**src/rtl/instr_sequencer.sv**
```systemverilog
// Fetch/decode/execute/writeback control FSM for the 16-bit core.
// Owns pc and ir; turns decoder outputs into ALU, shifter, register-file and data-memory strobes.
module instr_sequencer #(
    parameter int PC_W = 8
) (
    input  logic            clk,
    input  logic            rst,
    output logic            imem_req,
    output logic [PC_W-1:0] imem_addr,
    input  logic            imem_ack,
    input  logic [15:0]     imem_data,
    output logic [15:0]     ir,
    input  logic [4:0]      aluop,
    input  logic [7:0]      immdata,
    input  logic            shiftflag,
    input  logic            flag_z,
    input  logic            flag_c,
    input  logic            flag_s,
    output logic            alu_en,
    output logic            shift_start,
    input  logic            shift_done,
    output logic            dmem_req,
    output logic            dmem_we,
    input  logic            dmem_ack,
    output logic            rf_we,
    output logic [PC_W-1:0] pc,
    output logic [2:0]      state
);

    typedef enum logic [2:0] {
        S_FETCH  = 3'd0,
        S_DECODE = 3'd1,
        S_EXEC   = 3'd2,
        S_SHIFT  = 3'd3,
        S_MEM    = 3'd4,
        S_WB     = 3'd5
    } state_t;

    state_t          cur, nxt;
    logic [PC_W-1:0] pc_q, pc_nxt, pc_inc, br_target;
    logic [15:0]     ir_q, ir_nxt;
    logic            taken;
    logic            imem_req_c, alu_en_c, shift_start_c, dmem_req_c, dmem_we_c, rf_we_c;

    assign pc_inc    = pc_q + PC_W'(1);
    assign br_target = PC_W'(immdata);

    // Flags reflect the previous instruction's latched ALU result.
    always_comb begin
        taken = 1'b0;
        case (aluop)
            5'd19:   taken = flag_z;
            5'd20:   taken = flag_c;
            5'd21:   taken = !flag_c && !flag_z;
            5'd22:   taken = flag_s;
            5'd23:   taken = !flag_s && !flag_z;
            5'd24:   taken = 1'b1;
            default: taken = 1'b0;
        endcase
    end

    always_ff @(posedge clk) begin
        if (rst) begin
            cur  <= S_FETCH;
            pc_q <= '0;
            ir_q <= '0;
        end else begin
            cur  <= nxt;
            pc_q <= pc_nxt;
            ir_q <= ir_nxt;
        end
    end

    always_comb begin
        nxt           = cur;
        pc_nxt        = pc_q;
        ir_nxt        = ir_q;
        imem_req_c    = 1'b0;
        alu_en_c      = 1'b0;
        shift_start_c = 1'b0;
        dmem_req_c    = 1'b0;
        dmem_we_c     = 1'b0;
        rf_we_c       = 1'b0;
        case (cur)
            S_FETCH: begin
                imem_req_c = 1'b1;
                if (imem_ack) begin
                    ir_nxt = imem_data;
                    nxt    = S_DECODE;
                end
            end
            S_DECODE: nxt = S_EXEC;
            S_EXEC: begin
                if (aluop == 5'd0 || aluop == 5'd31) begin
                    pc_nxt = pc_inc;
                    nxt    = S_FETCH;
                end else if (shiftflag) begin
                    shift_start_c = 1'b1;
                    nxt           = S_SHIFT;
                end else begin
                    case (aluop)
                        5'd1, 5'd2, 5'd3, 5'd4, 5'd5, 5'd6, 5'd7,
                        5'd14, 5'd15, 5'd25, 5'd28: begin
                            alu_en_c = 1'b1;
                            nxt      = S_WB;
                        end
                        5'd16, 5'd17, 5'd18: begin
                            alu_en_c = 1'b1;
                            pc_nxt   = pc_inc;
                            nxt      = S_FETCH;
                        end
                        5'd19, 5'd20, 5'd21, 5'd22, 5'd23, 5'd24: begin
                            pc_nxt = taken ? br_target : pc_inc;
                            nxt    = S_FETCH;
                        end
                        5'd26, 5'd27, 5'd29, 5'd30: nxt = S_MEM;
                        default: begin
                            pc_nxt = pc_inc;
                            nxt    = S_FETCH;
                        end
                    endcase
                end
            end
            S_SHIFT: begin
                if (shift_done) nxt = S_WB;
            end
            S_MEM: begin
                dmem_req_c = 1'b1;
                dmem_we_c  = (aluop == 5'd27);
                if (dmem_ack) begin
                    if (aluop == 5'd26) begin
                        nxt = S_WB;
                    end else begin
                        pc_nxt = pc_inc;
                        nxt    = S_FETCH;
                    end
                end
            end
            S_WB: begin
                rf_we_c = 1'b1;
                pc_nxt  = pc_inc;
                nxt     = S_FETCH;
            end
            default: nxt = S_FETCH;
        endcase
    end

    // Strobes are masked by rst so an aborted instruction emits nothing on the reset edge.
    assign imem_req    = imem_req_c && !rst;
    assign alu_en      = alu_en_c && !rst;
    assign shift_start = shift_start_c && !rst;
    assign dmem_req    = dmem_req_c && !rst;
    assign dmem_we     = dmem_we_c && !rst;
    assign rf_we       = rf_we_c && !rst;
    assign imem_addr   = pc_q;
    assign pc          = pc_q;
    assign ir          = ir_q;
    assign state       = cur;

endmodule

```
**config.mk**
```make
export PLATFORM = sky130hd
export DESIGN_NAME = instr_sequencer
export DESIGN_NICKNAME = d
export VERILOG_FILES = /design/src/rtl/instr_sequencer.sv
export SDC_FILE = /design/constraint.sdc
export NUM_CORES = 1
export LEC_CHECK = 0
export ABC_CLOCK_PERIOD_IN_PS = 2400
export CORE_MARGIN = 2
export CORE_UTILIZATION = 40
export DETAILED_ROUTE_END_ITERATION = 8
export PLACE_DENSITY_LB_ADDON = 0.08
export SKIP_LAST_GASP = 1
export SYNTH_ARGS = -nofsm -noshare
export SYNTH_HDL_FRONTEND = slang
export SYNTH_SLANG_ARGS = --single-unit
```
**constraint.sdc**
```tcl
create_clock -name clk -period 2.4 [get_ports clk]
set_input_delay 0.48 -clock clk [delete_from_list [all_inputs] [get_ports clk]]
set_output_delay 0.48 -clock clk [all_outputs]
set_load 0.02 [all_outputs]
```
Yosys cells after proc, flatten, opt, wreduce, memory -nomap -nowiden
Cells that the tools add are included.
- word-level logic and storage cells: 91
- bits in registers: 27
- output and inout port bits: 41
- reductions and logical operators: 24
- eq/ne operators: 36
- muxes and demuxes: 27
- add/sub/neg operators: 1
- operator list (cell ; number):
    5-bit equality test (second input constant) ; 16
    8-bit two-way mux ; 5
    8-bit one-hot mux with 3 select lines ; 1
    5-bit by 3-bit equality test with 1-bit output (second input constant) ; 4
    3-bit two-way mux ; 6
    8-bit one-hot mux with 2 select lines ; 1
    3-bit one-hot mux with 5 select lines ; 1
    15-bit OR reduction ; 1
    14-bit OR reduction ; 1
    1-bit two-way mux ; 11
    11-bit OR reduction ; 1
    5-bit by 2-bit equality test with 1-bit output (second input constant) ; 2
    5-bit by 4-bit equality test with 1-bit output (second input constant) ; 2
    8-bit by 1-bit adder with 8-bit output (second input constant) ; 1
    1-bit logical AND ; 8
    2-bit inequality test (second input constant) ; 4
    3-bit by 2-bit equality test with 1-bit output (second input constant) ; 2
    3-bit equality test (second input constant) ; 2
    3-bit inequality test (second input constant) ; 2
    1-bit one-hot mux with 6 select lines ; 1
    3-bit one-hot mux with 2 select lines ; 1
    6-bit OR reduction ; 1
    5-bit by 1-bit equality test with 1-bit output (second input constant) ; 1
    5-bit logical NOT ; 1
    9 further kinds ; 12

Logic depth before layout (Yosys ltp)
- word-level depth: 8
- depth in mapped cells: 9

Worst setup path after synthesis
OpenSTA, ideal clock, no wires.
- path type: input to output
- start: in aluop[0]
- end: out alu_en
- arrival: 1800 ps
- buffers on the path: 1
- cell stages on the path: 5
- path slack: 120 ps
- cell sequence: buf_6 > or3_4 > nand2_1 > o22ai_1 > nor4_1
- cells in the longest elaborated chain, start to end: 7
- elaborated cells between the ends (all ways): 23
- RTL lines (element ; RTL line ; text):
    start: declaration ; 13 ; input logic [4:0] aluop,
    5-bit by 1-bit equality test with 1-bit output (tied with other cells) ; 101 ; case (aluop)
    14-bit OR reduction (no line) ; -- ;
    1-bit two-way mux ; 101 ;
    1-bit two-way mux ; 97 ; end else if (shiftflag) begin
    1-bit two-way mux * ; 94 ; if (aluop == 5'd0 || aluop == 5'd31) begin
    1-bit two-way mux * ; 84 ; case (cur)
    1-bit logical AND * ; 150 ; assign alu_en = alu_en_c && !rst;
    end: declaration ; 19 ; output logic alu_en,
Every way passes the cells marked *; elsewhere a longest branch is shown, timed or not.

Final worst setup path
- start: in aluop[4]
- end: out dmem_we
- cells in the longest elaborated chain, start to end: 3
- RTL lines (element ; RTL line ; text):
    5-bit equality test ; 129 ; dmem_we_c = (aluop == 5'd27);
    1-bit two-way mux ; 84 ;
    1-bit logical AND ; 153 ; assign dmem_we = dmem_we_c && !rst;
    end: declaration ; 23 ; output logic dmem_we,
No other way between the ends.

==> Flow_metrics.wiki <==
{| class="wikitable"
! Metric !! Value
|-
| R2R Path End || imem_addr[1]
|-
| Number of top-level pins || 79
|-
| Net count after synthesis || 254
|-
| Worst-case clock skew || 12.4 ps
|-
| Fraction of layout cells with a size suffix above 1 || 0.137
|-
| Critical path buffers and inverters || 3
|-
| Setup violations, final || 0
|-
| Starting DRC count in detailed routing || 82
|-
| Count of hold-fix buffers inserted at cts || 0
|-
| Floorplan die width || 67.3 um
|-
| CP max-delay cell || sky130_fd_sc_hd__clkdlybuf4s50_1
|-
| Depth of the worst register-to-register path || 7
|-
| Family with the most delay on the worst path || buffers and inverters
|-
| Leak pwr || 0.997 nW
|-
| Clock latency on the worst-skew pair || 270 ps
|-
| Antenna violations before repair || 0
|-
| Distinct cell type count of the synthesized netlist || 41
|-
| Routed wire length || 4310 um
|-
| Area growth from synthesis to layout || 59.0%
|-
| RSZ-0062 raised after global routing || false
|-
| Initial DRT Pass Iterations || 5
|-
| Kind of end point of the critical path || output port
|-
| Post-placement setup slack || -451 ps
|-
| Clock transition at the registers of the reported paths || 90 ps
|-
| Combined global-route utilization of all metal layers || 0.198
|-
| TritonCTS clock tree || done
|-
| Count of nets left with antenna violations after detail routing || 0
|-
| Number of remaining DRC errors || 0
|-
| Maximum vdd drop || 377 uV
|-
| Largest stage delay, worst path || 570 ps
|-
| Final cycle utilization of the critical path || 0.957
|-
| Wire length per cell after detailed routing || 12.3 um
|-
| Worst setup margin || 104 ps
|-
| TritonCTS Buffers || 3
|-
| Remaining global-route overflow || 0
|-
| Die area || 4530 sq um
|-
| Clock sink count || 27
|-
| Filler cell count in the final layout || 373
|-
| Max Fanout on Critical Path || 4
|-
| Overall Power || 1.25 mW
|-
| Pins over their slew limit || 0
|-
| Measured slew at the worst slew-check pin || 546 ps
|-
| Peak Freq || 0.436 GHz
|-
| Post-synthesis sequential area ratio || 0.337
|-
| Final hold violation count || 0
|-
| Total vias in the final route || 1758
|-
| Number of antenna repair diodes || 0
|-
| Placement-stage cell area || 2490 sq um
|-
| Post-DP HPWL || 3290 um
|-
| Seq cells post-synth || 27
|-
| Status || finished, final reports clean
|-
| Synthesized instance count || 215
|-
| Final Instance Count excl. Fillers || 350
|-
| Synthesized cell area || 1600 sq um
|-
| Relative slew slack || 0.636
|-
| Placed cell count || 346
|-
| Cell chain of the critical path || clkdlybuf4s50_1 -> nand3_1 -> buf_4 -> nor3_1 -> dlygate4sd2_1
|-
| Effective utilization at floorplan || 0.410
|-
| Clock root buffer || sky130_fd_sc_hd__clkbuf_8
|-
| Required time of the critical path || 1920 ps
|-
| Routability-driven placement congestion ratio || 0.811
|-
| Minimum setup slack among reg-to-reg paths || 750 ps
|-
| Multi-input gate area in the final layout || 918 sq um
|-
| CTS H-tree depth || 1
|-
| Max Cap Violations || 0
|-
| Final-stage net count || 340
|-
| Mapped Avg Cell Area || 7.45 sq um
|-
| Path category of the worst min-delay check || register to register
|-
| Vias per std cell || 5.02
|-
| Placeable core area || 3910 sq um
|-
| Sequential cell area || 541 sq um
|-
| Worst hold path stage count || 2
|-
| Kind of launch point of the worst setup path || primary input
|-
| Buffers from clock root to sink, at most || 2
|-
| Setup TNS after final layout || 0 ps
|-
| Via count of the first global-routing pass || 1572
|-
| I/O Buffers || 78
|-
| Vert. Die Dim || 67.3 um
|-
| Class of the most critical setup path || primary input to output port
|-
| Syn. warnings || 0
|-
| Clock period minus worst slack || 2300 ps
|-
| Min-Delay Endpoint || ir[7]
|-
| Hold Path Origin || ir[7]
|-
| Cell row count || 23
|-
| Cell Pwr Density || 492 nW/um^2
|-
| Worst reg2reg path startpoint || state[1]
|-
| Worst endpoint data arrival time || 1820 ps
|-
| Final design instance area without fill || 2550 sq um
|-
| First-pass GRT wire length || 6950 um
|-
| Pin count of the biggest net entering global routing || 22
|}
[per-layer routing]
layer  GRT usage  vias up  wire length (um)
met4      0.0587        0                74
met2       0.335       53              2070
met1       0.246      788              1870
li1            -      911                 -
met3      0.0517        6               288
met5           0        -                 0
[how the worst max path moves through the flow]
stage / startpoint / endpoint / slack [ps] / cells after the start
final: aluop[4] / dmem_we / 100 / 5
after global routing: aluop[4] / dmem_we / 50 / 5
after CTS: aluop[0] / alu_en / -150 / 6
after detailed placement: aluop[0] / alu_en / -450 / 8
after global placement: aluop[0] / alu_en / -440 / 8
after floorplan: aluop[0] / alu_en / 120 / 5
[Yosys cell counts, drive strengths merged]
cell type | number | area share
o22ai | 2 | 0.0078
o31a | 1 | 0.0055
ha | 1 | 0.0078
a21o | 2 | 0.0094
o2111ai | 1 | 0.0055
mux2 | 2 | 0.014
dfxtp | 27 | 0.34
buf | 12 | 0.061
nand2b | 4 | 0.016
or2 | 1 | 0.0039
and3 | 4 | 0.016
nand3 | 6 | 0.019
o32a | 1 | 0.014
o311a | 1 | 0.0062
o31ai | 1 | 0.0047
nand4b | 1 | 0.0055
nor3 | 8 | 0.025
mux2i | 1 | 0.0062
inv | 9 | 0.021
a31o | 1 | 0.0055
or3 | 2 | 0.011
and2 | 1 | 0.0039
nand2 | 41 | 0.10
nor2 | 8 | 0.019
clkbuf | 8 | 0.019
o21ai | 18 | 0.066
nor4 | 2 | 0.0078
a31oi | 3 | 0.012
o32ai | 2 | 0.011
o211ai | 1 | 0.0047
nor2b | 7 | 0.027
o21ba | 1 | 0.0062
nor3b | 6 | 0.028
a21oi | 28 | 0.090
nand3b | 1 | 0.0047
[worst register-to-register path: stages (launching register included)]
cell	delay, ps
sky130_fd_sc_hd__dfxtp_1	330
sky130_fd_sc_hd__buf_4	140
sky130_fd_sc_hd__nand2b_1	220
sky130_fd_sc_hd__o211ai_1	170
sky130_fd_sc_hd__a21oi_4	190
sky130_fd_sc_hd__mux2_2	350
sky130_fd_sc_hd__mux2i_1	120
sky130_fd_sc_hd__nor2_1	50
[layout make-up]
| class | count | area share |
|---|---|---|
| Clock buffer | 3 | 0.0162 |
| Sequential cell | 27 | 0.212 |
| Timing Repair Buffer | 101 | 0.371 |
| Clock inverter | 1 | 0.00295 |
| Tap cell | 50 | 0.0245 |
| Inverter | 9 | 0.0133 |
| Multi-Input combinational cell | 159 | 0.360 |
[placed cells by master, fill, tap and decap left out, drive strengths merged, types with 2 or more instances in the layout]
cell	synthesis	final
nor4	2	2
o32ai	2	2
dlymetal6s2s	0	2
nor3b	6	6
o22ai	2	2
inv	9	9
dfxtp	27	27
nor2b	7	7
dlygate4sd2	0	6
nor3	8	8
and3	4	4
buf	12	25
o21ai	18	18
nand2b	4	4
or3	2	2
nand2	41	41
a21oi	28	28
nor2	8	8
mux2	2	2
clkdlybuf4s50	0	68
clkbuf	8	3
nand3	6	6
a31oi	3	3
a21o	2	2
[logic make-up (layout without fill, tap and decap cells)]
logic type,after synthesis,count (layout),synth area share
compound gates,63,63,0.247
fa+ha+maj,1,1,0.00781
buf+inv,29,114,0.101
flops,27,27,0.337
mux,3,3,0.0203
simple gates,92,92,0.286
[sequential cells by signal (all words and copies together) (netlist names)]
name       count
imem_addr      8
ir            16
state          3
[what timing repair did]
action                                  CTS  global route
endpoints found under the setup margin    7            11
pin swaps                                 1             2
setup buffers                             0             0
gates resized for setup                  13             9
[power by group]
group          leakage, nW  total [mW]  internal, mW  switching [mW]
clock               0.0217       0.261         0.118           0.143
sequential           0.220       0.514         0.488          0.0268
combinational        0.754       0.479         0.235           0.244
[metrics by stage]
stage          hold slack, ps  utilization
2_1_floorplan             535            -
4_1_cts                   459        0.646
3_3_place_gp              441        0.637
3_5_place_dp              446        0.637
6_report                  458        0.651
5_1_grt                   473        0.651
No activity file was read; power rests on OpenSTA's default activity.
